File: src/rtl/gmii_tx_arbiter.sv
// gmii_tx_arbiter: shares one GMII TX port between a PTP event source (port 0)
// and a general traffic source (port 1). Each frame is wrapped in preamble and
// SFD and followed by a guaranteed inter-frame gap. tx_sof marks the first
// frame byte on the wire so the timestamp unit can capture it.
//
// state | meaning
// IDLE  | wire idle, arbitrating between pending sources
// PRE   | driving 0x55 preamble bytes, cnt counts down the remaining ones
// SFD   | driving 0xD5; granted source is offered ready for its first byte
// DATA  | forwarding frame bytes; ready held high to the granted source
// IFG   | wire idle for the inter-frame gap, cnt counts down
module gmii_tx_arbiter #(
   parameter int IFG_CYCLES = 12,
   parameter int PRE_CYCLES = 7,
   parameter int PRIO_MODE  = 1
) (
   input  logic       gmii_txclk,
   input  logic       rst,
   input  logic       src0_valid,
   input  logic [7:0] src0_data,
   input  logic       src0_last,
   output logic       src0_ready,
   input  logic       src1_valid,
   input  logic [7:0] src1_data,
   input  logic       src1_last,
   output logic       src1_ready,
   output logic       gmii_txctrl,
   output logic       gmii_txerr,
   output logic [7:0] gmii_txdata,
   output logic       tx_sof,
   output logic       tx_sof_port,
   output logic       tx_busy
);

   typedef enum logic [2:0] {S_IDLE, S_PRE, S_SFD, S_DATA, S_IFG} state_t;

   state_t     state;
   logic       grant;
   logic       last_grant;
   logic [7:0] cnt;
   logic       win;
   logic       in_xfer;
   logic       sel_valid;
   logic       sel_last;
   logic [7:0] sel_data;

   // Arbitration winner, evaluated only when the FSM is in IDLE.
   always_comb begin
      win = 1'b0;
      if (PRIO_MODE != 0)
         win = ~src0_valid;
      else if (src0_valid && src1_valid)
         win = ~last_grant;
      else
         win = ~src0_valid;
   end

   assign in_xfer    = (state == S_SFD) || (state == S_DATA);
   assign src0_ready = ~grant & in_xfer;
   assign src1_ready = grant & in_xfer;
   assign sel_valid  = grant ? src1_valid : src0_valid;
   assign sel_last   = grant ? src1_last  : src0_last;
   assign sel_data   = grant ? src1_data  : src0_data;

   // Framing FSM; every wire-facing output is registered alongside the state.
   always_ff @(posedge gmii_txclk or posedge rst) begin
      if (rst) begin
         state       <= S_IDLE;
         grant       <= 1'b0;
         last_grant  <= 1'b1;
         cnt         <= 8'd0;
         gmii_txctrl <= 1'b0;
         gmii_txerr  <= 1'b0;
         gmii_txdata <= 8'h00;
         tx_sof      <= 1'b0;
         tx_sof_port <= 1'b0;
         tx_busy     <= 1'b0;
      end else begin
         tx_sof <= 1'b0;
         case (state)
            S_IDLE: begin
               gmii_txerr <= 1'b0;
               if (src0_valid || src1_valid) begin
                  grant       <= win;
                  last_grant  <= win;
                  cnt         <= 8'(PRE_CYCLES);
                  state       <= S_PRE;
                  gmii_txctrl <= 1'b1;
                  gmii_txdata <= 8'h55;
                  tx_busy     <= 1'b1;
               end else begin
                  gmii_txctrl <= 1'b0;
                  gmii_txdata <= 8'h00;
                  tx_busy     <= 1'b0;
               end
            end
            S_PRE: begin
               gmii_txctrl <= 1'b1;
               gmii_txerr  <= 1'b0;
               tx_busy     <= 1'b1;
               if (cnt == 8'd1) begin
                  state       <= S_SFD;
                  gmii_txdata <= 8'hD5;
               end else begin
                  cnt         <= cnt - 8'd1;
                  gmii_txdata <= 8'h55;
               end
            end
            S_SFD, S_DATA: begin
               gmii_txctrl <= 1'b1;
               tx_busy     <= 1'b1;
               if (sel_valid) begin
                  gmii_txerr  <= 1'b0;
                  gmii_txdata <= sel_data;
                  if (state == S_SFD) begin
                     tx_sof      <= 1'b1;
                     tx_sof_port <= grant;
                  end
                  if (sel_last) begin
                     state <= S_IFG;
                     cnt   <= 8'(IFG_CYCLES);
                  end else begin
                     state <= S_DATA;
                  end
               end else begin
                  // Source starved mid-frame: poison the frame and close it out.
                  gmii_txerr  <= 1'b1;
                  gmii_txdata <= 8'h00;
                  state       <= S_IFG;
                  cnt         <= 8'(IFG_CYCLES);
               end
            end
            S_IFG: begin
               gmii_txctrl <= 1'b0;
               gmii_txerr  <= 1'b0;
               gmii_txdata <= 8'h00;
               if (cnt == 8'd1) begin
                  state   <= S_IDLE;
                  tx_busy <= 1'b0;
               end else begin
                  cnt     <= cnt - 8'd1;
                  tx_busy <= 1'b1;
               end
            end
            default: begin
               state       <= S_IDLE;
               gmii_txctrl <= 1'b0;
               gmii_txerr  <= 1'b0;
               gmii_txdata <= 8'h00;
               tx_busy     <= 1'b0;
            end
         endcase
      end
   end

endmodule

File: config.mk
export PLATFORM = sky130hd
export DESIGN_NAME = gmii_tx_arbiter
export DESIGN_NICKNAME = d
export VERILOG_FILES = /design/src/rtl/gmii_tx_arbiter.sv
export SDC_FILE = /design/constraint.sdc
export NUM_CORES = 1
export LEC_CHECK = 0
export CAP_MARGIN = 25
export CORE_MARGIN = 4
export CORE_UTILIZATION = 40
export CTS_BUF_LIST = sky130_fd_sc_hd__clkbuf_8
export CTS_CLUSTER_DIAMETER = 150
export DETAILED_ROUTE_END_ITERATION = 7
export PLACE_DENSITY_LB_ADDON = 0.3
export SKIP_LAST_GASP = 1
export SYNTH_ARGS = -nofsm -noshare
export SYNTH_HDL_FRONTEND = slang
export SYNTH_SLANG_ARGS = --single-unit
File: constraint.sdc
create_clock -name gmii_txclk -period 1.7 [get_ports gmii_txclk]
set_input_delay 0.255 -clock gmii_txclk [delete_from_list [all_inputs] [get_ports gmii_txclk]]
set_output_delay 0.255 -clock gmii_txclk [all_outputs]
set_load 0.01 [all_outputs]
==> results of run 1 <==
[power breakdown]
group / total [mW] / internal [mW] / leakage (nW) / switching, mW
clock: 0.348 / 0.162 / 0.0269 / 0.186
sequential: 0.917 / 0.774 / 0.300 / 0.143
combinational: 1.39 / 0.729 / 0.593 / 0.663
total: 2.66 / 1.66 / 0.920 / 0.992
[cell type report]
class                   instances  area (um2)  share of cell area (%)
multi-input cells             100       666.9                   34.25
repair buffers                 59       534.3                   27.44
clock buffers                   3       41.29                   2.121
inverters                       5       18.77                  0.9640
flip-flops and latches         25       626.9                   32.20
clock inverters                 1       3.754                  0.1928
well taps                      44       55.05                   2.828
[synthesized netlist by cell type, drive strengths merged (2+ instances only)]
cell type	instances	area share (%)
or2	3	1.4
nor4	5	2.8
o21ai	8	3.0
ha	2	1.9
nor2b	2	0.93
a211o	7	4.6
clkbuf	2	0.65
nand2	9	2.5
nor3b	2	1.1
a21oi	9	3.4
nand3b	2	1.1
mux2i	8	6.0
nor2	12	3.4
dfrtp	25	47
inv	5	1.4
and2	2	0.93
nand2b	3	1.4
o22ai	3	1.4
and3	3	1.4
nand3	2	0.75
buf	6	2.9
nor3	5	2.2
[worst max-delay path: stages, from the launching register on]
cell     delay, ps
dfrtp_1        400
ha_1           220
nor3b_2        160
and2_4         180
a211o_1        270
a211o_1        290
[flip-flops by register name, indices dropped and copies added (netlist names)]
signal,count
gmii_txerr,1
tx_busy,1
grant,1
gmii_txctrl,1
tx_sof_port,1
cnt,8
gmii_txdata,8
tx_sof,1
state,3
[cells by family (layout without fill, tap and decap cells)]
group / after synthesis / in the layout
buffers and inverters: 13 / 68
adders and majority gates: 2 / 2
xor gates and xnor gates: 1 / 1
muxes: 8 / 8
DFF: 25 / 25
AOI/OAI and AO/OA: 35 / 35
and+or+nand+nor: 54 / 54
[timing repair]
item	CTS	global route
setup endpoints to repair	7	6
gates resized for setup	4	6
setup buffers	2	2
hold buffers	0	0
[layout by cell type (no fill, tap or decap), drive strengths merged, types with 5 or more instances in the layout]
| cell | Yosys | layout |
|---|---|---|
| o21ai | 8 | 8 |
| nor2 | 12 | 12 |
| buf | 6 | 23 |
| inv | 5 | 6 |
| a21oi | 9 | 9 |
| nor4 | 5 | 5 |
| dfrtp | 25 | 25 |
| clkdlybuf4s50 | 0 | 34 |
| mux2i | 8 | 8 |
| nand2 | 9 | 9 |
| nor3 | 5 | 5 |
| a211o | 7 | 7 |
[worst paths after layout]
kind,end,depth (start not counted),start
worst max-delay path,cnt[0],5,cnt[0]
worst min-delay path,cnt[5],3,rst
worst max register to register,cnt[0],5,cnt[0]
worst min register to register,tx_sof_port,2,tx_sof_port
max in group asynchronous,state[2],3,rst
min in group gmii_txclk,tx_sof_port,2,tx_sof_port
[per-layer routing]
layer | up-vias | track usage [%] | part of all wire, % | wire, um
li1 | 609 | - | - | -
met1 | 605 | 20.50 | 40 | 1453
met2 | 31 | 33.17 | 54 | 1934
met3 | 9 | 2.381 | 3.5 | 126
met4 | 0 | 7.772 | 2.2 | 80
met5 | - | 0 | 0 | 0
[metrics by stage]
| stage | cell area, um2 | util [%] |
|---|---|---|
| final | 1947 | 62.24 |
| after global routing | 1947 | 62.24 |
| after CTS | 1912 | 61.12 |
| after detailed placement | 1849 | 59.12 |
| after global placement | 1849 | 59.12 |
| after floorplan | 1339 | - |
==> run_results.csv, run 1 <==
group,metric,value,unit
cts,htreeDepth,1,
timing,hold_viol,0,
layout,nets,218,
hold_path,hold_class,"in2async",
floorplan,io_pins,37,
timing,hold_ws,337.0,ps
floorplan,die_h,65.85,um
synth,synthDistinctLibCells,42,
detailed_routing,vias,1254,
critical_path,end_kind,"flip-flop",
global_route,overflow,0,
synth,synth_mux_area_share,5.981,%
synth,yosys_most_used_dff,"dfrtp_1",
critical_path,r2r_setup_slack,70,ps
synth,syn_nets,162,
cts,cts_tree,"yes",
cts,clkLatencyLatePin,270,ps
power,power.total,2.656,mW
synth,synth-compound-area-share,17.29,%
place,gp_congestion,0.8645,
synth,synth_top_family_by_area,"simple AND/OR/NAND/NOR gates",
detailed_routing,detail-route-antenna-nets,0,
global_route,grt_max_degree,26,
timing,fmax,612.3,MHz
layout,post_route_cells_drive_above_1_share,17.62,%
synth,syn_inst,138,
floorplan,core_area,0.003128,mm2
floorplan,fp.dieArea,0.004336,mm2
floorplan,num_rows,20,
critical_path,arrival,1790,ps
synth,ys_ff_latch,25,
timing,fin_crit_sh,96.07,%
layout,n_fill_cell,267,
power,ir_drop,0.6550,mV
timing,timing.final.ws_setup,66.83,ps
synth,synth_simple_gate_area_share,22.52,%
floorplan,fp.dieW,65.85,um
place,io_buffers,36,
global_route,antenna_found_initial,0,
detailed_routing,drc_errors,0,
global_route,grt_pass1_vias,1320,
timing,min_period,1633,ps
critical_path,cp.required,1860,ps
outcome,status,"complete, no violations",
synth,synthXorXnorAreaFrac,0.6542,%
place,place_inst,229,
timing,fin_tns_setup,0,ps
synth,syn-cell-area,0.001339,mm2
critical_path,worstPathMaxFanout,10,
timing,slew_violations,0,
synth,yosysSeqAreaShare,46.73,%
cts,cts_sinks,25,
layout,antenna_cells,0,
layout,final_cell_count_no_fill,237,
power,p_leak,0.9204,nW
global_route,grt_usage,18.00,%
job,maxCapViolCount,0,
cts,root_buffer,"clkbuf_8",
detailed_routing,drt_wl_total,3.595,mm
critical_path,cp-start-kind,"flip-flop",
place,hpwlAfterDp,2.665,mm
timing,fin_skew,2.451,ps
cts,cts_max_path_buffers,2,
layout,area_growth,45.42,%
global_route,grt_pass1_wl,5.961,mm
critical_path,worst-setup-path-type,"reg2reg",
detailed_routing,drt_iter0_markers,48,
synth,synthArstFlopShare,100.0,%
detailed_routing,routed_via_density,5.291,
cts,path_clk_slew,80,ps
timing,setup_viol_count_final,0,
synth,synth_area_per_cell,9.701,um2
detailed_routing,dr.pass1.iters,4,
synth,synth-edff-count,0,
cts,cts_buffers,3,
synth,synthAdderAreaFrac,1.869,%
detailed_routing,post_drt_wl_per_cell,15.17,um
timing,max_slew_margin,74.94,%
place,dp_worst_setup_slack,-125.0,ps
power,power.density,1364,mW/mm2
timing,worst_pin_slew,372.5,ps
synth,ys_warn_count,0,
floorplan,start_util,42.80,%
No activity file was read; power rests on OpenSTA's default activity.
==> run 2: changes to the inputs <==
- CAP_MARGIN: 25 -> 30
==> results of run 2 <==
Final layout, timing and power as in run 1 (identical DEF).
==> run 3: changes to the inputs <==
- CORE_ASPECT_RATIO: unset -> 0.7
- TNS_END_PERCENT: unset -> 100
==> run_results.csv, run 3 (synthesis results as in run 1) <==
group,metric,value,unit
place,place_inst,224,
layout,reg.largest.list,"cnt: 8 flops, gmii_txdata: 8 flops, state: 3 flops",
power,power.total,2.668,mW
layout,fin_area,0.001956,mm2
cts,postCtsHoldBufs,0,
layout,antenna_cells,0,
cts,cts_sinks,25,
job,maxCapViolCount,0,
global_route,antenna_found_initial,0,
layout,nets,220,
cts,clkLatencyLatePin,270,ps
layout,n_fill_cell,258,
critical_path,timing.rr.end,"cnt[0]",
cts,htreeDepth,1,
power,power.density,1364,mW/mm2
timing,max_slew_margin,64.53,%
timing,fmax,596.2,MHz
detailed_routing,drt_wl_total,3.549,mm
layout,utilization,61.29,%
timing,fin_skew,2.172,ps
critical_path,cp-start-kind,"flip-flop",
critical_path,worst-setup-path-type,"reg2reg",
detailed_routing,drc_errors,0,
floorplan,core_area,0.003191,mm2
timing,hold_ws,334.7,ps
critical_path,worstPathMaxFanout,5,
layout,post_route_cells_drive_above_1_share,19.49,%
floorplan,die_h,56.41,um
detailed_routing,routed_via_density,5.459,
power,p_leak,0.9145,nW
place,placed_area,0.001849,mm2
place,hpwlAfterDp,2.682,mm
critical_path,reg2regPathDepth,5,
layout,final_cell_mix,"clkdlybuf4s50_1, buf_4, dfrtp_1, nor2_1, a21oi_1",
timing,grt_setup_unrepaired,"true",
layout,final_cell_count_no_fill,233,
cts,cts_tree,"yes",
global_route,grt_pass1_wl,5.913,mm
place,dp_worst_setup_slack,-119.8,ps
timing,slew_violations,0,
critical_path,crit_start,"state[2]",
cts,cts_buffers,3,
floorplan,io_pins,37,
critical_path,arrival,1830,ps
floorplan,start_util,41.96,%
timing,fin_crit_sh,98.66,%
timing,setup_viol_count_final,0,
power,ir_drop,0.7411,mV
cts,path_clk_slew,80,ps
place,io_buffers,36,
layout,mostFrequentLayoutCell,"clkdlybuf4s50_1",
place,gp_congestion,0.8850,
global_route,grt_pass1_vias,1261,
global_route,overflow,0,
floorplan,fp.dieW,77.15,um
timing,fin_tns_setup,0,ps
floorplan,fp.dieArea,0.004351,mm2
critical_path,end_kind,"flip-flop",
timing,timing.final.ws_setup,22.72,ps
critical_path,endpoint,"cnt[0]",
timing,hold_viol,0,
timing,worst_pin_slew,527.2,ps
detailed_routing,vias,1272,
cts,root_buffer,"clkbuf_8",
global_route,grt_usage,16.66,%
outcome,status,"complete, no violations",
layout,area_growth,46.08,%
detailed_routing,detail-route-antenna-nets,0,
detailed_routing,dr.pass1.iters,4,
detailed_routing,drt_iter0_markers,108,
floorplan,num_rows,17,
critical_path,r2r_setup_slack,20,ps
critical_path,crit-reg2reg-launch,"state[2]",
hold_path,hold_class,"in2async",
critical_path,cp.required,1860,ps
cts,cts_max_path_buffers,2,
timing,min_period,1677,ps
global_route,grt_max_degree,26,
detailed_routing,post_drt_wl_per_cell,15.23,um
-- run 3: cell count changes in the layout (fill, tap and decap cells not counted) --
cell            delta
dlygate4sd2_1      +1
or2_4              +1
buf_4              +2
nand2_2            +1
or2_1              -1
nand2_1            -1
dlymetal6s2s_1     -1
-- run 3: power by group --
group	internal [mW]	leakage (nW)	total [mW]	switching (mW)
clock	0.162	0.0269	0.344	0.183
sequential	0.774	0.300	0.933	0.158
combinational	0.741	0.587	1.39	0.651
-- run 3: layout make-up --
type / instances / area [um2] / share of cell area (%)
Clock buffer: 3 / 41.29 / 2.111
Clock inverter: 1 / 3.754 / 0.1919
Inverter: 5 / 18.77 / 0.9597
Multi-Input combinational cell: 100 / 671.9 / 34.36
Sequential cell: 25 / 626.9 / 32.05
Tap cell: 38 / 47.55 / 2.431
Timing Repair Buffer: 61 / 545.5 / 27.90
-- run 3: worst min-delay path by stage --
| stage | from | to | slack [ps] | depth (start not counted) |
|---|---|---|---|---|
| final | rst | gmii_txdata[4] | 330 | 3 |
| after global routing | rst | gmii_txdata[0] | 390 | 3 |
| after CTS | rst | cnt[7] | 350 | 3 |
| after detailed placement | cnt[7] | cnt[7] | 530 | 1 |
| after global placement | cnt[7] | cnt[7] | 520 | 1 |
| after floorplan | rst | cnt[0] | 280 | 1 |
-- run 3: what timing repair did --
action | CTS | global route
buffers inserted | 4 | 1
pin swaps | 0 | 0
resized for setup | 4 | 8
endpoints found under the setup margin | 5 | 8
-- run 3: critical path, cell delays in order, from the launching register on --
cell and delay (ps):
dfrtp_2 440, buf_4 170, o41ai_1 440, buf_4 190, nor2_1 50, a211o_1 280
-- run 3: layer usage --
layer | GRT usage, % | up-vias | wire length (um)
li1 | - | 616 | -
met1 | 22.74 | 608 | 1631
met2 | 27.68 | 46 | 1702
met3 | 3.846 | 2 | 191
met4 | 2.284 | 0 | 24
met5 | 0 | - | 0
